### src/rtl/wb_arb_pkg.sv
// Shared types, default widths and the round-robin pick function for the Wishbone arbiter.
package wb_arb_pkg;

  typedef enum logic [1:0] {StIdle, StOwn, StRelease} arb_state_t;

  localparam int unsigned MaxReq        = 8;
  localparam int unsigned IdxMaxW       = 3;
  localparam int unsigned DefNumReq     = 2;
  localparam int unsigned DefAddrW      = 2;
  localparam int unsigned DefDataW      = 8;
  localparam int unsigned DefTimeoutCyc = 64;

  // First requesting index scanning upward from last+1, wrapping modulo n.
  function automatic logic [IdxMaxW-1:0] rr_pick(input logic [MaxReq-1:0]  req,
                                                 input logic [IdxMaxW-1:0] last,
                                                 input int unsigned        n);
    logic [IdxMaxW-1:0] pick;
    logic               found;
    int unsigned        k;
    pick  = '0;
    found = 1'b0;
    for (int unsigned i = 1; i <= MaxReq; i++) begin
      k = (32'(last) + i) % n;
      if (i <= n && !found && req[k[IdxMaxW-1:0]]) begin
        pick  = k[IdxMaxW-1:0];
        found = 1'b1;
      end
    end
    return pick;
  endfunction

endpackage

### src/rtl/wb_rr_pick.sv
// Combinational round-robin selector: request vector plus last owner gives next index and valid.
module wb_rr_pick
  import wb_arb_pkg::*;
#(
  parameter int unsigned NUM_REQ = DefNumReq,
  localparam int unsigned IdxW   = $clog2(NUM_REQ)
) (
  input  logic [NUM_REQ-1:0] req_i,
  input  logic [IdxW-1:0]    last_i,
  output logic [IdxW-1:0]    idx_o,
  output logic               valid_o
);

  always_comb begin
    idx_o   = IdxW'(rr_pick(MaxReq'(req_i), IdxMaxW'(last_i), NUM_REQ));
    valid_o = |req_i;
  end

endmodule

### src/rtl/wb_bus_arbiter.sv
// Round-robin arbiter sharing one Wishbone classic slave port between NUM_REQ requesters.
// Optional watchdog enabled by defining WB_ARB_TIMEOUT_EN.
module wb_bus_arbiter
  import wb_arb_pkg::*;
#(
  parameter int unsigned NUM_REQ     = DefNumReq,
  parameter int unsigned ADDR_W      = DefAddrW,
  parameter int unsigned DATA_W      = DefDataW,
  parameter int unsigned TIMEOUT_CYC = DefTimeoutCyc
) (
  input  logic                      clk_i,
  input  logic                      rst_n_i,
  input  logic [NUM_REQ-1:0]        req_cyc_i,
  input  logic [NUM_REQ-1:0]        req_stb_i,
  input  logic [NUM_REQ-1:0]        req_we_i,
  input  logic [NUM_REQ*ADDR_W-1:0] req_adr_i,
  input  logic [NUM_REQ*DATA_W-1:0] req_dat_i,
  output logic [DATA_W-1:0]         req_dat_o,
  output logic [NUM_REQ-1:0]        req_ack_o,
  output logic [NUM_REQ-1:0]        req_err_o,
  output logic                      wb_cyc_o,
  output logic                      wb_stb_o,
  output logic                      wb_we_o,
  output logic [ADDR_W-1:0]         wb_adr_o,
  output logic [DATA_W-1:0]         wb_dat_o,
  input  logic [DATA_W-1:0]         wb_dat_i,
  input  logic                      wb_ack_i,
  output logic [NUM_REQ-1:0]        grant_o,
  output logic                      busy_o
);

  localparam int unsigned IdxW = $clog2(NUM_REQ);

  arb_state_t         state_q;
  logic [IdxW-1:0]    owner_q, last_q, pick_idx;
  logic [NUM_REQ-1:0] grant_q, eligible;
  logic               busy_q, pick_valid, own_cyc, own_stb, timeout;

  assign own_cyc = req_cyc_i[owner_q];
  assign own_stb = req_stb_i[owner_q];

`ifdef WB_ARB_TIMEOUT_EN
  localparam int unsigned CntW = $clog2(TIMEOUT_CYC + 1);
  logic [CntW-1:0]    tmo_q;
  logic [NUM_REQ-1:0] revoked_q;

  assign timeout  = busy_q && (tmo_q == CntW'(TIMEOUT_CYC));
  // A revoked owner stays ineligible until it has dropped cyc once.
  assign eligible = req_cyc_i & ~revoked_q;

  always_ff @(posedge clk_i or negedge rst_n_i) begin
    if (!rst_n_i) begin
      tmo_q     <= '0;
      revoked_q <= '0;
    end else begin
      if (!busy_q || wb_ack_i || timeout) tmo_q <= '0;
      else if (own_stb)                   tmo_q <= tmo_q + 1'b1;
      revoked_q <= (revoked_q & req_cyc_i) | (timeout ? grant_q : '0);
    end
  end
`else
  // TIMEOUT_CYC is only meaningful with the watchdog built in.
  assign timeout  = (TIMEOUT_CYC == 0) && 1'b0;
  assign eligible = req_cyc_i;
`endif

  wb_rr_pick #(
    .NUM_REQ (NUM_REQ)
  ) u_pick (
    .req_i   (eligible),
    .last_i  (last_q),
    .idx_o   (pick_idx),
    .valid_o (pick_valid)
  );

  always_ff @(posedge clk_i or negedge rst_n_i) begin
    if (!rst_n_i) begin
      state_q <= StIdle;
      owner_q <= '0;
      last_q  <= IdxW'(NUM_REQ - 1);
      grant_q <= '0;
      busy_q  <= 1'b0;
    end else begin
      unique case (state_q)
        StIdle: begin
          if (pick_valid) begin
            state_q <= StOwn;
            owner_q <= pick_idx;
            grant_q <= NUM_REQ'(1) << pick_idx;
            busy_q  <= 1'b1;
          end
        end
        StOwn: begin
          if (!own_cyc || timeout) begin
            state_q <= StRelease;
            last_q  <= owner_q;
            grant_q <= '0;
            busy_q  <= 1'b0;
          end
        end
        StRelease: state_q <= StIdle;
        default:   state_q <= StIdle;
      endcase
    end
  end

  // Slave side follows the owner combinationally so an abandoned access drops cyc at once.
  always_comb begin
    wb_cyc_o  = busy_q & own_cyc;
    wb_stb_o  = busy_q & own_stb & ~timeout;
    wb_we_o   = busy_q & req_we_i[owner_q];
    wb_adr_o  = busy_q ? req_adr_i[owner_q*ADDR_W +: ADDR_W] : '0;
    wb_dat_o  = busy_q ? req_dat_i[owner_q*DATA_W +: DATA_W] : '0;
    req_ack_o = (busy_q && own_cyc && wb_ack_i) ? grant_q : '0;
    req_err_o = timeout ? grant_q : '0;
    req_dat_o = wb_dat_i;
    grant_o   = grant_q;
    busy_o    = busy_q;
  end

endmodule

### config.mk
export PLATFORM = sky130hd
export DESIGN_NAME = wb_bus_arbiter
export DESIGN_NICKNAME = d
export VERILOG_FILES = /design/src/rtl/wb_arb_pkg.sv /design/src/rtl/wb_rr_pick.sv /design/src/rtl/wb_bus_arbiter.sv
export SDC_FILE = /design/constraint.sdc
export NUM_CORES = 1
export LEC_CHECK = 0
export ABC_CLOCK_PERIOD_IN_PS = 1800
export CAP_MARGIN = 20
export CORE_MARGIN = 4
export CORE_UTILIZATION = 29
export DETAILED_ROUTE_END_ITERATION = 8
export GPL_ROUTABILITY_DRIVEN = 0
export PLACE_DENSITY = 0.79
export SYNTH_ARGS = -nofsm -noshare
export SYNTH_HDL_FRONTEND = slang
export SYNTH_SLANG_ARGS = --single-unit
### constraint.sdc
create_clock -name clk_i -period 1.8 [get_ports clk_i]
set_input_delay 0.18 -clock clk_i [delete_from_list [all_inputs] [get_ports clk_i]]
set_output_delay 0.18 -clock clk_i [all_outputs]
set_load 0.03 [all_outputs]
==> metrics <==
outcome=completed; grt ovf=0; Pleak=0.0005234 uW; worst-path fanout max=3; Post-route DRC=0; post_cts resized=7; fraction of layout cells with a size suffix above 1=about 23%; Syn Area/Cell=8.486 um2; delay of the slowest critical-path stage=0.39 ns; die area=3111 um2; setup violators final=0; sum of buffers and inverters on the critical path=1; Post-Synthesis Cells=78; TNS Setup=0 ns; initial DRC count=11; final WL=between 1.5 and 2 mm; Yosys reg bits=7; FF-to-FF End=grant_o[0]; final cell count without fillers=148; top cell type's share of synthesized area=22.68%; RSZ-0062 raised after global routing=false; DR pass1 iterations=4; commonest cells after routing, fill and taps aside=31 x clkdlybuf4s50_1, 19 x buf_4, 12 x mux2i_1, 12 x nor2b_1; crit start category=flop; Ports=65; Worst VDD drop=0.6964 mV; power density cells=about 1600 nW/um2; Final ANT Viol Nets=0; CTS tree=yes; # clock sinks=7; synthesized area=661.9 um2; Clock transition at path regs=around 0.050 ns; Layout Nets=158; HPWL Detailed=around 1.6 mm; final core occ=49.63%; Final Cycle Share=between 90 and 100%; Root Buffer=clkbuf_4; dpl cells=144; Die Height=55.78 um; skew final=0.004454 ns; drt via density=between 4 and 5; final worst path period need=1.658 ns; CP Class=reg2out; Setup Fix Bufs, Post-CTS=0; max-cap check violation count=0; Area Growth Syn to Fin=64.27%; Synth area leader=dfrtp_1; Core Box Area=~2200 um2; CTS Hold Bufs=0; most common cell after layout, fill and taps aside=clkdlybuf4s50_1; reg2reg path depth=4; worst hold slack=0.1787 ns; # port buffers=46; sequential cell area fraction in the yosys report=26.65%; worst r2r src=owner_q; CTS Buf Count=3; largest net degree at the start of global routing=17; register-to-register setup slack=0.40 ns; Hold WC Path Type=in2async; Clock Latency Late Sink=0.25 ns; Rows=17; clk buf depth=2; Peak Freq=between 600 and 700 MHz; crit end category=output pin; Crit-path slowest cell=dfrtp_1; first-pass GRT wire length=3.098 mm; Starting Density=a little under a third; Antenna diodes=0; Hold Vio Cnt, Final=0; number of fill cells in the layout=roughly 230; vias post-DR=674; Yosys warning count=0; Synth cell types=26; Area contributors post-synth=dfrtp_1 23%, mux2i_1 18%, buf_4 11%, nor2b_1 11%, dfstp_2 4.0%; vias in the first global route=654; worst path cell trace=mux2_4 -> and2_1 -> and3_1 -> buf_2; Tot GR Track Use=12.41%; DIE WIDTH=55.78 um; WL/cell=12.78 um; initial antenna violation count=0; Worst Path Required=1.62 ns; CP top delay family=flip-flops; H-tree Lvls=1; fin. max-slew vios=0; crit path DAT=between 1 and 1.5 ns
kinds of logic (layout without fill, tap and decap cells):
group | Yosys count | after routing | share of synthesized area, %
flip-flops | 7 | 7 | 26.65
AO/OA/AOI/OAI | 13 | 13 | 13.23
other | 1 | 2 | 0.5666
buffers and inverters | 17 | 58 | 16.63
AND/OR/NAND/NOR | 27 | 27 | 22.49
multiplexers | 13 | 13 | 20.42
worst reg2reg max path: stages, from the launching register on:
cell and delay, ns:
dfrtp_1 0.39, mux2_4 0.30, buf_4 0.14, a211o_1 0.28, a21o_1 0.17
where the power goes:
| part | internal, uW | total [uW] | switching [uW] | leakage, uW |
|---|---|---|---|---|
| combinational | 566 | 1240 | 678 | 0.000425 |
| sequential | 238 | 323 | 84.9 | 0.0000839 |
| clock | 84.7 | 144 | 59.2 | 0.0000150 |
Yosys cell counts (all sizes together):
| master | instances |
|---|---|
| buf | 12 |
| mux2i | 12 |
| nor2b | 12 |
| dfrtp | 6 |
| nor2 | 6 |
| o21ai | 4 |
| a21oi | 3 |
| clkbuf | 3 |
| and3 | 2 |
| inv | 2 |
| nand2 | 2 |
| nand2b | 2 |
| a211o | 1 |
| a211oi | 1 |
| a21o | 1 |
| a311oi | 1 |
| and2 | 1 |
| conb | 1 |
| dfstp | 1 |
| mux2 | 1 |
| nand3 | 1 |
| nor3b | 1 |
| o211a | 1 |
| o21ba | 1 |
worst max-delay path by stage:
| stage | slack [ns] | startpoint | cells after the start | end |
|---|---|---|---|---|
| 5_1_grt | 0.08 | owner_q | 4 | req_ack_o[0] |
| 2_1_floorplan | 0.22 | owner_q | 4 | req_ack_o[0] |
| 3_5_place_dp | -0.23 | req_cyc_i[0] | 5 | req_ack_o[1] |
| 6_report | 0.14 | owner_q | 4 | req_ack_o[1] |
| 4_1_cts | 0.01 | owner_q | 4 | wb_cyc_o |
| 3_3_place_gp | -0.23 | req_cyc_i[0] | 5 | req_ack_o[0] |
registers in the layout (all words and copies together) (netlist names):
name / cells
owner_q: 1
grant_o: 2
state_q: 2
last_q: 1
busy_o: 1
area by class of cell:
class                   count  area (um2)  area share [%]
flip-flops and latches      7       176.4           16.23
repair buffers             52       462.9           42.58
well taps                  28       35.03           3.222
inverters                   2       7.507          0.6905
clock buffers               4       26.28           2.417
multi-input cells          55       379.1           34.87
metrics by stage:
stage / setup WS (ns) / power [uW] / cell area (um2)
4_1_cts: 0.01325 / 1728 / 1101
6_report: 0.1419 / 1710 / 1087
2_1_floorplan: 0.2193 / 1178 / 665.6
3_5_place_dp: -0.2318 / 1589 / 1074
3_3_place_gp: -0.2291 / 1560 / 1074
5_1_grt: 0.07777 / 1836 / 1087
layer usage:
| metal | track usage [%] | wire [um] |
|---|---|---|
| met5 | 0 | 0 |
| met2 | 21.45 | 979 |
| met3 | 3.944 | 145 |
| met1 | 13.90 | 768 |
| met4 | 5.208 | 0 |
Power figures use the tool's default switching activity.
